**src/rtl/stream_tx_scheduler_ece496.sv**
```systemverilog
// stream_tx_scheduler_ece496: shares one UART TX between up to eight
// datastreams (round-robin, per-grant byte quota, 1-byte A0|id header)
// and an exclusive, unframed AT-command path.
// Ports:
//   clock, reset          rising-edge clock, async active-high reset
//   sending_flag          master enable
//   want_at               AT mode request
//   at_valid/at_data      AT byte source, popped by at_pop
//   selected_streams      per-stream enable mask
//   stream_valid/data     per-stream FIFO status and head byte
//   stream_pop            one-hot pop of the granted stream
//   burst_len             max data bytes per grant (0 means 1)
//   tx_ready              UART able to accept a byte
//   tx_start/tx_data      one-cycle byte launch to the UART
//   grant_id              {0,id} stream grant, 1000 AT, 1111 none
module stream_tx_scheduler_ece496 #(
  parameter int NUM_STREAMS = 8
) (
  input  logic                     clock,
  input  logic                     reset,
  input  logic                     sending_flag,
  input  logic                     want_at,
  input  logic                     at_valid,
  input  logic [7:0]               at_data,
  output logic                     at_pop,
  input  logic [NUM_STREAMS-1:0]   selected_streams,
  input  logic [NUM_STREAMS-1:0]   stream_valid,
  input  logic [8*NUM_STREAMS-1:0] stream_data,
  output logic [NUM_STREAMS-1:0]   stream_pop,
  input  logic [7:0]               burst_len,
  input  logic                     tx_ready,
  output logic                     tx_start,
  output logic [7:0]               tx_data,
  output logic [3:0]               grant_id
);

  localparam logic [2:0] IDLE    = 3'd0;
  localparam logic [2:0] AT_SEND = 3'd1;
  localparam logic [2:0] AT_GAP  = 3'd2;
  localparam logic [2:0] PICK    = 3'd3;
  localparam logic [2:0] HDR     = 3'd4;
  localparam logic [2:0] DATA    = 3'd5;
  localparam logic [2:0] GAP     = 3'd6;

  logic [2:0] state;
  logic [2:0] state_n;
  logic [2:0] rr_ptr;
  logic [2:0] cur_id;
  logic [7:0] cnt;
  logic [7:0] quota;

  logic [NUM_STREAMS-1:0] eligible;
  logic       hit;
  logic [2:0] hit_id;
  logic [2:0] cand;
  logic       cur_valid;
  logic       cur_sel;
  logic [7:0] cur_byte;
  logic       at_fire;
  logic       hdr_fire;
  logic       dat_fire;
  logic       grant_more;

  assign eligible  = selected_streams & stream_valid;
  assign cur_valid = stream_valid[cur_id];
  assign cur_sel   = selected_streams[cur_id];
  assign cur_byte  = stream_data[{cur_id, 3'b000} +: 8];

  // First eligible id at or after rr_ptr, wrapping mod 8.
  always_comb begin
    hit    = 1'b0;
    hit_id = rr_ptr;
    cand   = rr_ptr;
    for (int k = 0; k < NUM_STREAMS; k++) begin
      cand = rr_ptr + 3'(k);
      if (!hit && eligible[cand]) begin
        hit    = 1'b1;
        hit_id = cand;
      end
    end
  end

  assign at_fire  = (state == AT_SEND) && sending_flag
                 && want_at && tx_ready && at_valid;
  assign hdr_fire = (state == HDR) && sending_flag && tx_ready;
  assign dat_fire = (state == DATA) && sending_flag
                 && tx_ready && cur_valid;

  // cnt==0 marks the gap right after the header: one data
  // attempt always follows a header.
  assign grant_more = (cnt == 8'd0)
                   || ((cnt < quota) && cur_valid && cur_sel);

  always_comb begin
    state_n = state;
    case (state)
      IDLE: begin
        if (sending_flag)
          state_n = want_at ? AT_SEND : PICK;
      end
      AT_SEND: begin
        if (!sending_flag || !want_at) state_n = IDLE;
        else if (at_fire)              state_n = AT_GAP;
      end
      AT_GAP: begin
        state_n = (sending_flag && want_at) ? AT_SEND : IDLE;
      end
      PICK: begin
        if (!sending_flag || want_at) state_n = IDLE;
        else if (hit)                 state_n = HDR;
      end
      HDR: begin
        if (!sending_flag)  state_n = IDLE;
        else if (hdr_fire)  state_n = GAP;
      end
      DATA: begin
        if (!sending_flag)  state_n = IDLE;
        else if (dat_fire)  state_n = GAP;
        else if (!cur_valid) state_n = PICK;
      end
      GAP: begin
        if (!sending_flag)   state_n = IDLE;
        else if (grant_more) state_n = DATA;
        else                 state_n = PICK;
      end
      default: state_n = IDLE;
    endcase
  end

  always_ff @(posedge clock or posedge reset) begin
    if (reset) begin
      state  <= IDLE;
      rr_ptr <= 3'd0;
      cur_id <= 3'd0;
      cnt    <= 8'd0;
      quota  <= 8'd1;
    end else begin
      state <= state_n;
      if ((state == PICK) && sending_flag && !want_at && hit) begin
        cur_id <= hit_id;
        rr_ptr <= hit_id + 3'd1;
      end
      if (hdr_fire) begin
        quota <= (burst_len == 8'd0) ? 8'd1 : burst_len;
        cnt   <= 8'd0;
      end
      if (dat_fire)
        cnt <= cnt + 8'd1;
    end
  end

  assign tx_start   = at_fire | hdr_fire | dat_fire;
  assign at_pop     = at_fire;
  assign stream_pop = dat_fire ? (NUM_STREAMS'(1) << cur_id)
                               : '0;

  always_comb begin
    tx_data = 8'h00;
    unique case (1'b1)
      at_fire:  tx_data = at_data;
      hdr_fire: tx_data = 8'hA0 | {5'b00000, cur_id};
      dat_fire: tx_data = cur_byte;
      default:  tx_data = 8'h00;
    endcase
  end

  always_comb begin
    grant_id = 4'b1111;
    case (state)
      HDR, DATA, GAP:  grant_id = {1'b0, cur_id};
      AT_SEND, AT_GAP: grant_id = 4'b1000;
      default:         grant_id = 4'b1111;
    endcase
  end

endmodule

```
**config.mk**
```make
export PLATFORM = sky130hd
export DESIGN_NAME = stream_tx_scheduler_ece496
export DESIGN_NICKNAME = d
export VERILOG_FILES = /design/src/rtl/stream_tx_scheduler_ece496.sv
export SDC_FILE = /design/constraint.sdc
export NUM_CORES = 1
export LEC_CHECK = 0
export ABC_AREA = 1
export BUFFER_PORTS_ARGS = -buffer_cell sky130_fd_sc_hd__buf_2
export CAP_MARGIN = 10
export CORE_MARGIN = 4
export CORE_UTILIZATION = 45
export CTS_CLUSTER_SIZE = 40
export DETAILED_ROUTE_END_ITERATION = 6
export PLACE_DENSITY = 0.78
export SYNTH_ARGS = -nofsm -noshare
export SYNTH_HDL_FRONTEND = slang
export SYNTH_SLANG_ARGS = --single-unit
```
**constraint.sdc**
```tcl
create_clock -name clock -period 4.4 [get_ports clock]
set_input_delay 0.44 -clock clock [delete_from_list [all_inputs] [get_ports clock]]
set_output_delay 0.44 -clock clock [all_outputs]
set_load 0.02 [all_outputs]
```
==> flow_summary.json <==
{
  "holdCritPathClass": "in2async",
  "drc_errors": 0,
  "hpwl_um": 8290,
  "critical_path_depth": 12,
  "synthArstFlopShare_pct": 100,
  "drtPass1Iterations": 5,
  "nFillCells": 655,
  "crit_fanout": 21,
  "cts_setup_buffers": 0,
  "synthCells": 494,
  "mappedNetlistArea_mm2": 0.00305,
  "period_minus_slack_ns": 3.87,
  "drtIter0Drc": 185,
  "cts_root_buf": "clkbuf_8",
  "ys_seq_area_share_pct": 20.5,
  "cts.repair.resized": 0,
  "power_switching_uw": 1540,
  "first_global_vias": 3542,
  "r2r-start": "rr_ptr[0]",
  "worstPathArrival_ns": 3.43,
  "reg2reg_depth": 21,
  "syn_area_per_cell_um2": 6.17,
  "area_delta_synth_final_pct": 22.0,
  "instances_no_fill": 683,
  "place_inst": 679,
  "place_area_mm2": 0.00367,
  "synth_cell_type_count": 42,
  "multi_input_area_mm2": 0.00211,
  "pwr-share-clk_pct": 5.5,
  "n_antenna_cell": 0,
  "synth_seq_cells": 25,
  "seq_power_share_pct": 17.6,
  "post_drt_wl_per_cell_um": 14.9,
  "critical_path_required_ns": 3.96,
  "cp_slowest_stage_delay_ns": 0.44,
  "combPwrFrac_pct": 77.0,
  "row_count": 29,
  "sw_frac_of_total_pct": 59.5,
  "maxSlewViolCount": 0,
  "numCtsBuffers": 3,
  "slowest_stage": "dfrtp_1",
  "grt_max_degree": 26,
  "vias_per_cell": 5.52,
  "ant_nets": 0,
  "setup_tns_ns": 0,
  "fin_hold_ws_ns": 0.373,
  "syn_nets": 608,
  "initial_core_util_pct": 47.2,
  "skew_ns": 0.00651,
  "crit_path_cell_trace": "inv_1, nand2_1, inv_1, a22oi_1, nand3_1, nand2_1, nand2_1, nand3_2, inv_1, nand2_1, o41ai_1, buf_2",
  "drv_cap": 0,
  "clock_latency_ns": 0.27,
  "dieArea_mm2": 0.00816,
  "core_mm2": 0.00646,
  "r2r_setup_slack_ns": 0.97,
  "setup_viol": 0,
  "grt_overflow": 0,
  "numPortBuffers": 123,
  "slew_headroom_pct": 33.2,
  "hold_viol": 0,
  "tightest_slew_ns": 0.993,
  "die-width_um": 90.3,
  "path_delay_family": "simple AND/OR/NAND/NOR gates",
  "yosys_warnings": 0,
  "cts.sinks": 25,
  "grt_pass1_wl_um": 16500,
  "antenna_found_initial": 0,
  "p_leak_uw": 0.00201,
  "cts_tree": "done",
  "crit_top_cell": "nand2_1",
  "num-nets-final": 721,
  "grt_usage_pct": 24.0,
  "final_area_mm2": 0.00372,
  "fin_crit_sh_pct": 87.9,
  "critPathLaunch": "cur_id[0]",
  "pin_count": 124,
  "path_buf_inv": 4,
  "synth-edff-count": 0,
  "p_per_area_mw_per_mm2": 696,
  "rsz0062_at_grt": "false",
  "cts-hold-fix-buffers": 0,
  "dr_total_vias": 3773,
  "r2r-end": "rr_ptr[2]",
  "cts-htree-levels": 1,
  "drive_gt1_share_pct": 27.2,
  "status": "completed",
  "p_int_uw": 1050,
  "fmaxAchievable_ghz": 0.258,
  "clk_path_buf_depth": 2,
  "regArea_um2": 627,
  "fp.dieH_um": 90.3,
  "cp-end-kind": "output port",
  "cts.clk_slew.worst_paths_ns": 0.09,
  "synth_ff_type": "dfrtp_1",
  "critPathKind": "reg2out",
  "cp-start-kind": "register",
  "wirelength_um": 10200,
  "place.gp.congestion": 0.905,
  "ir_drop_uv": 472
}
[through the flow]
step | util (%) | setup WS (ns) | power [uW]
after global routing | 57.6 | 0.249 | 2890
after floorplan | - | 1.64 | 2000
after global placement | 56.9 | 0.938 | 2360
after detailed placement | 56.9 | 0.922 | 2420
final | 57.6 | 0.531 | 2590
after CTS | 57.6 | 0.598 | 2570
[metal layers]
metal	share of wire (%)	vias up	GRT usage, %
met2	47	156	40.1
li1	-	1903	-
met5	0	-	0
met1	43	1691	31.9
met3	7.6	23	3.50
met4	1.9	0	7.40
[layout make-up]
cell class | count | area share (%)
Tap cell | 77 | 2.59
Inverter | 59 | 5.95
Timing Repair Buffer | 123 | 16.5
Sequential cell | 25 | 16.8
Clock inverter | 1 | 0.202
Multi-Input combinational cell | 395 | 56.8
Clock buffer | 3 | 1.11
[worst reg2reg max path, stage by stage (launching register included)]
cell and delay, ns:
dfrtp_1 0.71, inv_2 0.24, ha_1 0.45, inv_1 0.22, nand3_2 0.14, nand2_2 0.10, nand2_1 0.06, nand2_2 0.09
nand3_2 0.11, nor2_4 0.14, nand4_2 0.09, nor2_2 0.16, nand2_1 0.09, nand2_1 0.11, inv_1 0.05, ha_1 0.18
inv_1 0.08, nand3_1 0.07, nand2_1 0.10, inv_1 0.04, nand2_1 0.05, nand2_1 0.04
[cell families after synthesis]
| group | synth area share (%) |
|---|---|
| simple gates | 42.9 |
| compound gates | 19.2 |
| buf+inv | 10.2 |
| flops | 20.5 |
| fa+ha+maj | 4.92 |
| xor+xnor | 2.26 |
[state kept, by name (all words and copies together), names as in the netlist]
signal and count:
cnt 8, cur_id 3, rr_ptr 3, quota 8, state 3
[cells in the final DEF, fill, tap and decap left out, types with 4 or more instances in the layout]
master	netlist	layout
o21ai_0	33	33
a21oi_1	17	17
nor2_1	42	42
buf_2	2	123
nand3_2	10	10
inv_2	5	5
nand2_1	130	130
inv_1	51	51
nor4_1	5	5
xor2_1	4	4
nor3_1	7	7
ha_1	12	12
nand4_1	7	7
nand3_1	58	58
dfrtp_1	24	24
o211ai_1	4	4
nand2_2	9	9
o22ai_1	27	27
[Yosys cell counts, types with 3 or more instances]
| master | count | area (um^2) |
|---|---|---|
| ha_1 | 12 | 150 |
| inv_1 | 51 | 191 |
| nand4_1 | 7 | 43.8 |
| nor3_1 | 7 | 35.0 |
| clkinv_1 | 3 | 11.3 |
| buf_6 | 3 | 33.8 |
| a21oi_1 | 17 | 85.1 |
| nor2_1 | 42 | 158 |
| nand3_1 | 58 | 290 |
| nor4_1 | 5 | 31.3 |
| o21ai_0 | 33 | 165 |
| clkbuf_1 | 7 | 26.3 |
| xor2_1 | 4 | 35.0 |
| inv_2 | 5 | 18.8 |
| nor2_4 | 3 | 33.8 |
| dfrtp_1 | 24 | 601 |
| o211ai_1 | 4 | 30.0 |
| o22ai_1 | 27 | 169 |
| o21ai_1 | 3 | 15.0 |
| nand2_2 | 9 | 56.3 |
| o31ai_1 | 3 | 22.5 |
| nand2_1 | 130 | 488 |
| nand3_2 | 10 | 100 |
[power by group through the flow]
stage                     Sequential (uW)  Clock [uW]  Combinational (uW)
after global routing                  469         155                2260
after detailed placement              454           0                1960
after CTS                             450         145                1970
final                                 455         141                1990
after floorplan                       386           0                1610
after global placement                450           0                1910
[worst max-delay path by stage]
stage / end
2_1_floorplan: rr_ptr[2]
3_3_place_gp: tx_data[3]
3_5_place_dp: tx_data[3]
4_1_cts: tx_data[3]
5_1_grt: tx_data[3]
6_report: tx_data[3]
Note: power is estimated with default switching activity, not from simulation.
